**src/rtl/surf_cmd_pkg.sv**
```systemverilog
// Shared field map and run-command encoding for the CIN spliced command word.
// Imported by the SURF decoder and the TURFIO splice so both sides agree on bit positions.
package surf_cmd_pkg;

    localparam int unsigned CMD_PPS_BIT        = 31;
    localparam int unsigned CMD_RUNCMD_LSB     = 29;
    localparam int unsigned CMD_TRIG_VALID_BIT = 28;
    localparam int unsigned CMD_TRIG_LSB       = 13;
    localparam int unsigned CMD_FW_VALID_BIT   = 12;
    localparam int unsigned CMD_MARK_LSB       = 10;
    localparam int unsigned CMD_FW_LSB         = 2;
    localparam int unsigned CMD_PARITY_BIT     = 0;

    localparam int unsigned RUNCMD_W = 2;
    localparam int unsigned TRIG_W   = 15;
    localparam int unsigned MARK_W   = 2;
    localparam int unsigned FW_W     = 8;

    typedef enum logic [RUNCMD_W-1:0] {
        NOP   = 2'd0,
        SYNC  = 2'd1,
        START = 2'd2,
        STOP  = 2'd3
    } runcmd_e;

    // Even parity bit expected for a word whose bits [31:1] are given.
    function automatic logic cmd_parity(input logic [30:0] i_upper);
        return ^i_upper;
    endfunction

endpackage

```
**src/rtl/surf_cmd_fifo.sv**
```systemverilog
// First-word-fall-through FIFO with full/empty flags; DEPTH must be a power of 2, >= 2.
// Read data is forced to zero while empty so a reset also clears the visible tdata.
module surf_cmd_fifo #(
    parameter int unsigned DEPTH = 4,
    parameter int unsigned WIDTH = 15
) (
    input  logic             i_clk,
    input  logic             i_rst,
    input  logic             i_wr_en,
    input  logic [WIDTH-1:0] i_wr_data,
    input  logic             i_rd_en,
    output logic [WIDTH-1:0] o_rd_data,
    output logic             o_full,
    output logic             o_empty
);

    localparam int unsigned AW = $clog2(DEPTH);
    localparam int unsigned PW = AW + 1;

    logic [WIDTH-1:0] r_mem [DEPTH];
    logic [PW-1:0]    r_wr_ptr;
    logic [PW-1:0]    r_rd_ptr;
    logic             w_wr;
    logic             w_rd;

    assign o_empty = (r_wr_ptr == r_rd_ptr);
    assign o_full  = (r_wr_ptr[AW] != r_rd_ptr[AW]) &&
                     (r_wr_ptr[AW-1:0] == r_rd_ptr[AW-1:0]);

    assign w_rd = i_rd_en && !o_empty;
    assign w_wr = i_wr_en && (!o_full || w_rd);

    assign o_rd_data = o_empty ? '0 : r_mem[r_rd_ptr[AW-1:0]];

    always_ff @(posedge i_clk) begin
        if (w_wr) begin
            r_mem[r_wr_ptr[AW-1:0]] <= i_wr_data;
        end
    end

    always_ff @(posedge i_clk) begin
        if (i_rst) begin
            r_wr_ptr <= '0;
            r_rd_ptr <= '0;
        end else begin
            if (w_wr) begin
                r_wr_ptr <= r_wr_ptr + PW'(1);
            end
            if (w_rd) begin
                r_rd_ptr <= r_rd_ptr + PW'(1);
            end
        end
    end

endmodule

```
**src/rtl/surf_cmd_decoder.sv**
```systemverilog
// SURF-side CIN command decoder: splits each spliced word into runcmd/trig/fw streams and PPS.
// Optional even-parity check on bit 0 is built when SURF_CMD_PARITY_EN is defined.
module surf_cmd_decoder #(
    parameter int unsigned TRIG_FIFO_DEPTH = 4,
    parameter int unsigned CNT_WIDTH       = 16
) (
    input  logic                 sysclk_i,
    input  logic                 rst_i,
    input  logic [31:0]          command_i,
    input  logic                 command_valid_i,
    input  logic                 command_locked_i,
    output logic [1:0]           m_runcmd_tdata,
    output logic                 m_runcmd_tvalid,
    input  logic                 m_runcmd_tready,
    output logic [14:0]          m_trig_tdata,
    output logic                 m_trig_tvalid,
    input  logic                 m_trig_tready,
    output logic [7:0]           m_fw_tdata,
    output logic                 m_fw_tlast,
    output logic                 m_fw_tvalid,
    input  logic                 m_fw_tready,
    output logic                 pps_o,
    output logic [CNT_WIDTH-1:0] trig_drop_count_o,
    output logic [CNT_WIDTH-1:0] fw_drop_count_o,
    output logic [CNT_WIDTH-1:0] parity_err_count_o
);

    import surf_cmd_pkg::*;

    localparam int unsigned FWE_W = MARK_W + FW_W;

    logic                 w_accept;
    logic                 w_pps;
    runcmd_e              w_runcmd;
    logic                 w_trig_req;
    logic [TRIG_W-1:0]    w_trig_time;
    logic                 w_fw_req;
    logic [MARK_W-1:0]    w_mark;
    logic [FW_W-1:0]      w_fw_byte;
    logic                 w_unused_bits;

    logic                 r_pps;
    logic [RUNCMD_W-1:0]  r_runcmd_tdata;
    logic                 r_runcmd_tvalid;
    logic [CNT_WIDTH-1:0] r_trig_drop_count;
    logic [CNT_WIDTH-1:0] r_fw_drop_count;

    logic                 w_trig_full;
    logic                 w_trig_empty;
    logic                 w_trig_pop;
    logic                 w_trig_wr;
    logic                 w_trig_drop;

    logic                 w_fw_full;
    logic                 w_fw_empty;
    logic                 w_fw_pop;
    logic                 w_fw_wr;
    logic                 w_fw_drop;
    logic [FWE_W-1:0]     w_fw_rd_data;

    assign w_pps       = command_i[CMD_PPS_BIT];
    assign w_runcmd    = runcmd_e'(command_i[CMD_RUNCMD_LSB +: RUNCMD_W]);
    assign w_trig_req  = command_i[CMD_TRIG_VALID_BIT];
    assign w_trig_time = command_i[CMD_TRIG_LSB +: TRIG_W];
    assign w_fw_req    = command_i[CMD_FW_VALID_BIT];
    assign w_mark      = command_i[CMD_MARK_LSB +: MARK_W];
    assign w_fw_byte   = command_i[CMD_FW_LSB +: FW_W];

`ifdef SURF_CMD_PARITY_EN
    logic                 w_parity_ok;
    logic                 w_parity_err;
    logic [CNT_WIDTH-1:0] r_parity_err_count;

    assign w_parity_ok  = (command_i[CMD_PARITY_BIT] ==
                           cmd_parity(command_i[CMD_PPS_BIT:CMD_PARITY_BIT+1]));
    assign w_accept     = command_valid_i && command_locked_i && w_parity_ok;
    assign w_parity_err = command_valid_i && command_locked_i && !w_parity_ok;

    always_ff @(posedge sysclk_i) begin
        if (rst_i) begin
            r_parity_err_count <= '0;
        end else if (w_parity_err && (r_parity_err_count != '1)) begin
            r_parity_err_count <= r_parity_err_count + CNT_WIDTH'(1);
        end
    end

    assign parity_err_count_o = r_parity_err_count;
    assign w_unused_bits      = ^{command_i[1], w_fw_rd_data[FWE_W-1]};
`else
    assign w_accept           = command_valid_i && command_locked_i;
    assign parity_err_count_o = '0;
    assign w_unused_bits      = ^{command_i[1], command_i[CMD_PARITY_BIT],
                                  w_fw_rd_data[FWE_W-1]};
`endif

    always_ff @(posedge sysclk_i) begin
        if (rst_i) begin
            r_pps <= 1'b0;
        end else begin
            r_pps <= w_accept && w_pps;
        end
    end

    // A fresh load beats a same-cycle handshake, so the newest command is never lost.
    always_ff @(posedge sysclk_i) begin
        if (rst_i) begin
            r_runcmd_tdata  <= '0;
            r_runcmd_tvalid <= 1'b0;
        end else if (w_accept && (w_runcmd != NOP)) begin
            r_runcmd_tdata  <= w_runcmd;
            r_runcmd_tvalid <= 1'b1;
        end else if (r_runcmd_tvalid && m_runcmd_tready) begin
            r_runcmd_tvalid <= 1'b0;
        end
    end

    assign w_trig_pop  = !w_trig_empty && m_trig_tready;
    assign w_trig_wr   = w_accept && w_trig_req && (!w_trig_full || w_trig_pop);
    assign w_trig_drop = w_accept && w_trig_req && w_trig_full && !w_trig_pop;

    surf_cmd_fifo #(
        .DEPTH (TRIG_FIFO_DEPTH),
        .WIDTH (TRIG_W)
    ) u_trig_fifo (
        .i_clk     (sysclk_i),
        .i_rst     (rst_i),
        .i_wr_en   (w_trig_wr),
        .i_wr_data (w_trig_time),
        .i_rd_en   (m_trig_tready),
        .o_rd_data (m_trig_tdata),
        .o_full    (w_trig_full),
        .o_empty   (w_trig_empty)
    );

    // Firmware skid buffer: a full buffer drops the byte even if a pop happens alongside.
    assign w_fw_pop  = !w_fw_empty && m_fw_tready;
    assign w_fw_wr   = w_accept && w_fw_req && !w_fw_full;
    assign w_fw_drop = w_accept && w_fw_req && w_fw_full;

    surf_cmd_fifo #(
        .DEPTH (2),
        .WIDTH (FWE_W)
    ) u_fw_skid (
        .i_clk     (sysclk_i),
        .i_rst     (rst_i),
        .i_wr_en   (w_fw_wr),
        .i_wr_data ({w_mark, w_fw_byte}),
        .i_rd_en   (w_fw_pop),
        .o_rd_data (w_fw_rd_data),
        .o_full    (w_fw_full),
        .o_empty   (w_fw_empty)
    );

    always_ff @(posedge sysclk_i) begin
        if (rst_i) begin
            r_trig_drop_count <= '0;
        end else if (w_trig_drop && (r_trig_drop_count != '1)) begin
            r_trig_drop_count <= r_trig_drop_count + CNT_WIDTH'(1);
        end
    end

    always_ff @(posedge sysclk_i) begin
        if (rst_i) begin
            r_fw_drop_count <= '0;
        end else if (w_fw_drop && (r_fw_drop_count != '1)) begin
            r_fw_drop_count <= r_fw_drop_count + CNT_WIDTH'(1);
        end
    end

    assign pps_o             = r_pps;
    assign m_runcmd_tdata    = r_runcmd_tdata;
    assign m_runcmd_tvalid   = r_runcmd_tvalid;
    assign m_trig_tvalid     = !w_trig_empty;
    assign m_fw_tdata        = w_fw_rd_data[FW_W-1:0];
    assign m_fw_tlast        = w_fw_rd_data[FW_W];
    assign m_fw_tvalid       = !w_fw_empty;
    assign trig_drop_count_o = r_trig_drop_count;
    assign fw_drop_count_o   = r_fw_drop_count;

endmodule

```
**config.mk**
```make
export PLATFORM = sky130hd
export DESIGN_NAME = surf_cmd_decoder
export DESIGN_NICKNAME = d
export VERILOG_FILES = /design/src/rtl/surf_cmd_pkg.sv /design/src/rtl/surf_cmd_fifo.sv /design/src/rtl/surf_cmd_decoder.sv
export SDC_FILE = /design/constraint.sdc
export NUM_CORES = 1
export LEC_CHECK = 0
export CAP_MARGIN = 40
export CELL_PAD_IN_SITES_DETAIL_PLACEMENT = 0
export CELL_PAD_IN_SITES_GLOBAL_PLACEMENT = 1
export CORE_MARGIN = 10
export CORE_UTILIZATION = 35
export CTS_BUF_LIST = sky130_fd_sc_hd__clkbuf_8
export DETAILED_ROUTE_END_ITERATION = 16
export GPL_TIMING_DRIVEN = 0
export PLACE_DENSITY = 0.8
export SLEW_MARGIN = 20
export SYNTH_ARGS = -nofsm -noshare
export SYNTH_HDL_FRONTEND = slang
export SYNTH_SLANG_ARGS = --single-unit
```
**constraint.sdc**
```tcl
create_clock -name sysclk_i -period 4.5 [get_ports sysclk_i]
set_input_delay 1.35 -clock sysclk_i [delete_from_list [all_inputs] [get_ports sysclk_i]]
set_output_delay 1.35 -clock sysclk_i [all_outputs]
set_load 0.05 [all_outputs]
```
### Yosys cells after proc, flatten, opt, wreduce, memory -nomap -nowiden

Memory sizes are Yosys's and may differ from the RTL's. A register that Yosys moved wholly into a read port is not among the register bits.
Index checks and enable logic that the tools add are counted.

* bits in registers: 46
* bits in latches: 0
* RAM bits: 80
* ROM bits: 0
* output and inout port bits: 78
* logic and storage cells: 66
* memories: 2

* $add $sub $neg: 6
* multiply operators: 0
* divide/modulo/power cells: 0
* magnitude comparators: 0
* eq/ne operators: 8
* shift-type cells: 0
* muxes and demuxes: 12
* bitwise operators: 0
* reduce and logical (&&, ||, !) cells: 29

Memory list
* u_trig_fifo.r_mem: depth 4, width 15, rd ports 1, clocked after memory_dff 1, wr ports 1, RTL line surf_cmd_fifo.sv:20 `logic [WIDTH-1:0] r_mem [DEPTH];`
* u_fw_skid.r_mem: depth 2, width 10, rd ports 1, clocked after memory_dff 1, wr ports 1, RTL line surf_cmd_fifo.sv:20

Operators with widths (count)
* 16-bit by 1-bit adder with 16-bit output (second input constant): 2
* 16-bit inequality test (second input constant): 2
* 1-bit logical AND: 20
* 15-bit 2-to-1 mux: 1
* 9-bit 2-to-1 mux: 1
* 1-bit 2-to-1 mux: 8
* 3-bit by 1-bit adder with 3-bit output (second input constant): 2
* 1-bit zero test: 5
* 2-bit by 1-bit adder with 2-bit output (second input constant): 2
* 2-bit equality test: 2
* 2-bit 2-to-1 mux: 2
* 2-bit nonzero test: 2
* 3-bit equality test: 1
* 1-bit logical OR: 2
* 1-bit inequality test: 2
* 1-bit equality test: 1

### Longest topological paths before layout

* depth after elaboration: 8
* gate-level depth with buffers: 7

### Hierarchy

Synthesis repeated with hierarchy kept, for this count alone.

* cell total of the unflattened synthesis: 458
* area, all modules: 5821.8 µm²

By module, submodules not included
* surf_cmd_fifo (u_trig_fifo): instances 1, cells each 148, area each 2758.9 µm²
* surf_cmd_decoder: instances 1, cells each 233, area each 2003.2 µm²
* surf_cmd_fifo (u_fw_skid): instances 1, cells each 77, area each 1059.8 µm²

### Least setup slack after synthesis

No wires, ideal clock.

* path type: reg-to-output
* start: reg u_trig_fifo.r_rd_ptr[2]
* end: out m_trig_tdata[10]
* arrival: 1906 ps
* path slack: 1244 ps
* cell stages (with the launch flop): 5
* cell sequence: dfxtp_1 xor2_1 nand3b_1 clkbuf_1 and2_1

* word-level cells in the longest chain between the ends: 2

Ends and longest elaborated chain
* from (decl): RTL line surf_cmd_fifo.sv:22 `logic [PW-1:0] r_rd_ptr;`
* from (signal assigned): RTL line surf_cmd_fifo.sv:50 `r_rd_ptr <= r_rd_ptr + PW'(1);`
* 3-bit equality test: RTL line surf_cmd_fifo.sv:26 `assign o_empty = (r_wr_ptr == r_rd_ptr);`
* 15-bit 2-to-1 mux: RTL line surf_cmd_fifo.sv:33 `assign o_rd_data = o_empty ? '0 : r_mem[r_rd_ptr[AW-1:0]];`
* to (decl): RTL line surf_cmd_decoder.sv:15 `output logic [14:0] m_trig_tdata,`

Every way passes these cells.

==> reports/qor.yml <==
status:
  status: "completed"
critical_path:
  cp_data_required_time_ps: 3150
  r2r-end: "u_trig_fifo.r_mem[0][13]"
  start_kind: "register"
  crit_path_end_kind: "output pin"
  crit_type: "register to output pin"
  cp_max_fo: 10
  worst_ep_arrival_time_ps: 2760
  regToRegSetupSlack_ps: 2260
  rr_worst_depth: 3
  r2r_start: "u_trig_fifo.r_wr_ptr[0]"
floorplan:
  io_pins: 117
  dieArea_sq_um: 21000
  std_cell_rows: 45
  core_area_sq_um: 15300
  start_util_pct: 35.8
  chipWidth_um: 145
  die_h_um: 145
logic_synthesis:
  ys_warn_count: 0
  ys_seq_area_share_pct: 60.8
  synth.distinct_cells: 43
  synth-seq-cells: 127
  synthTopCellsByArea: "edfxtp_1, dfxtp_1, mux4_2, xnor2_1, nor2_1"
  synth_area_per_cell_sq_um: 13.0
  synth-edff-count: 78
  yosysTopAreaCell: "edfxtp_1"
  yosysMostFrequentCell: "edfxtp_1"
  yosys.area.top_type_share_pct: 42.9
  netlist_area_sq_um: 5460
  synthFlopType: "edfxtp_1"
  yosys-top-cells-count: "edfxtp_1, nor2_1, dfxtp_1"
  async_reset_ff_share_pct: 0
  syn_inst: 420
placed_design:
  gp_congestion: 0.827
  post-dp-hpwl_um: 8970
  placed_area_sq_um: 6770
  numPortBuffers: 97
global_routing:
  grt_usage_pct: 11.9
  grt_max_degree: 17
  busiest_layer: "met2"
  grt_overflow: 0
  gr-usage-met2_pct: 19.1
  grt_pass1_vias: 3865
  use_met3_pct: 5.77
  antenna_found_initial: 0
  use_met1_pct: 13.6
  grt_pass1_wl_um: 20100
drt:
  drc: 0
  initialDrtViolationCount: 180
  viasPerCell: 4.67
  wl_um: 12300
  postRouteAntennaNets: 0
  num_vias: 3630
  firstDrtPassIters: 4
  wire_per_inst_um: 15.8
clocking:
  path_clk_slew_ps: 80
  clk_latency_ps: 440
  clock_path_buffers: 2
  cts_resized: 0
  cts_setup_buffers: 0
  numClockSinks: 127
  cts_root_buf: "clkbuf_8"
  cts_tree: "yes"
  cts.htree.levels: 4
  hold_buffers: 0
  cts-buffers-inserted: 17
sta:
  fmax_mhz: 244
  slew_headroom_pct: 47.0
  fin_crit_sh_pct: 91.2
  rsz0062_at_grt: "no"
  setup_violations: 0
  final_max_slew_viol_count: 0
  period_needed_ps: 4110
  final-hold-violation-count: 0
  tns_ps: 0
  skew_ps: 9.92
  worst_hold_slack_ps: 461
  tightestPinTransition_ps: 795
cells_and_area:
  final_cell_area_sq_um: 7170
  finalNetCount: 600
  drive_above_1_share_pct: 14.5
  regArea_sq_um: 3320
  syn2layout_area_growth_pct: 31.3
  num-fill-cells: 1400
  multi_input_area_sq_um: 1990
  final_util_pct: 47.0
  num_antenna_cells: 0
hold_path:
  min_path_type: "register to register"
  hold_start: "m_runcmd_tdata[1]"
  holdPathEnd: "m_runcmd_tdata[1]"
  hold_path_depth: 2
power:
  irDropWorstVdd_uv: 150
  p_leak_nw: 2.42
  p_per_area_nw_per_um2: 364
run:
  maxCapViolations: 0
==> kinds of logic (layout without fill, tap and decap cells) <==
family / Yosys count / in the layout / share of synthesized area, %
adder cells (fa/ha/maj): 7 / 7 / 1.60
buffers and inverters: 34 / 166 / 3.69
AND/OR/NAND/NOR: 168 / 168 / 17.3
AO/OA/AOI/OAI: 14 / 14 / 1.47
other: 1 / 16 / 0.0687
multiplexers: 25 / 25 / 8.02
XOR/XNOR: 44 / 44 / 7.06
flip-flops: 127 / 127 / 60.8
==> routing by layer <==
metal / up-vias / part of all wire, %
met2: 102 / 48
met3: 14 / 8.4
li1: 1753 / -
met1: 1761 / 42
met5: - / 0
met4: 0 / 1.1
==> layout make-up <==
cell class / count / area share [%]
Sequential cell: 127 / 46.3
Multi-Input combinational cell: 274 / 27.8
Timing Repair Buffer: 100 / 14.1
Tap cell: 211 / 3.68
Clock buffer: 17 / 3.26
Buffer: 30 / 2.60
Clock inverter: 15 / 2.06
Inverter: 4 / 0.209
==> through the flow <==
step | total power, W | setup WS (ps) | std cells
detailed placement | 0.00170 | 792 | 744
CTS | 0.00264 | 281 | 776
global route | 0.00272 | 134 | 778
finish | 0.00261 | 395 | 778
floorplan | 0.00156 | 1240 | 435
global placement | 0.00169 | 803 | 743
==> power by group <==
part	total, W	internal (W)	leakage (nW)	switching [W]
clock network	0.000943	0.000487	0.181	0.000456
registers	0.00126	0.00125	1.10	0.00000972
logic	0.000405	0.000151	1.13	0.000255
total	0.00261	0.00189	2.42	0.000720
==> how the worst max path moves through the flow <==
stage	from	slack [ps]	cells past startpoint	end
floorplan	u_trig_fifo.r_rd_ptr[2]	1240	4	m_trig_tdata[10]
global placement	register	800	5	m_trig_tdata[7]
detailed placement	u_trig_fifo.r_wr_ptr[2]	790	5	m_trig_tdata[5]
CTS	u_trig_fifo.r_wr_ptr[2]	280	5	m_trig_tdata[5]
global route	u_trig_fifo.r_wr_ptr[2]	130	5	m_trig_tdata[5]
finish	register	390	5	m_trig_tdata[4]
==> sequential cells by signal, summed over array words and instances (netlist names), named ones only <==
signal	count
u_trig_fifo.r_mem	60
u_trig_fifo.r_wr_ptr	3
m_runcmd_tdata	2
u_fw_skid.r_wr_ptr	2
u_fw_skid.r_rd_ptr	2
trig_drop_count_o	16
m_runcmd_tvalid	1
u_fw_skid.r_mem	18
u_trig_fifo.r_rd_ptr	3
fw_drop_count_o	16
pps_o	1
==> worst max-delay path, stage by stage (launching register included) <==
cell and delay (ps):
dfxtp_1 310, buf_2 200, buf_2 370, mux4_2 560
and2_1 170, clkdlybuf4s50_1 700
==> cell usage in the layout, fill, tap and decap left out, types with 7 or more instances in the layout <==
master | synthesis | routed
a21oi_1 | 8 | 8
and2_1 | 22 | 22
buf_4 | 16 | 17
clkbuf_1 | 8 | 8
clkbuf_8 | 0 | 17
clkdlybuf4s50_1 | 0 | 97
conb_1 | 1 | 16
dfxtp_1 | 49 | 49
edfxtp_1 | 78 | 78
ha_1 | 7 | 7
mux2i_1 | 10 | 10
mux4_2 | 15 | 15
nand2_1 | 19 | 19
nand3_1 | 12 | 12
nand4_1 | 12 | 12
nor2_1 | 56 | 56
nor3_1 | 10 | 10
xnor2_1 | 33 | 33
xor2_1 | 11 | 11
Power figures use the tool's default switching activity.
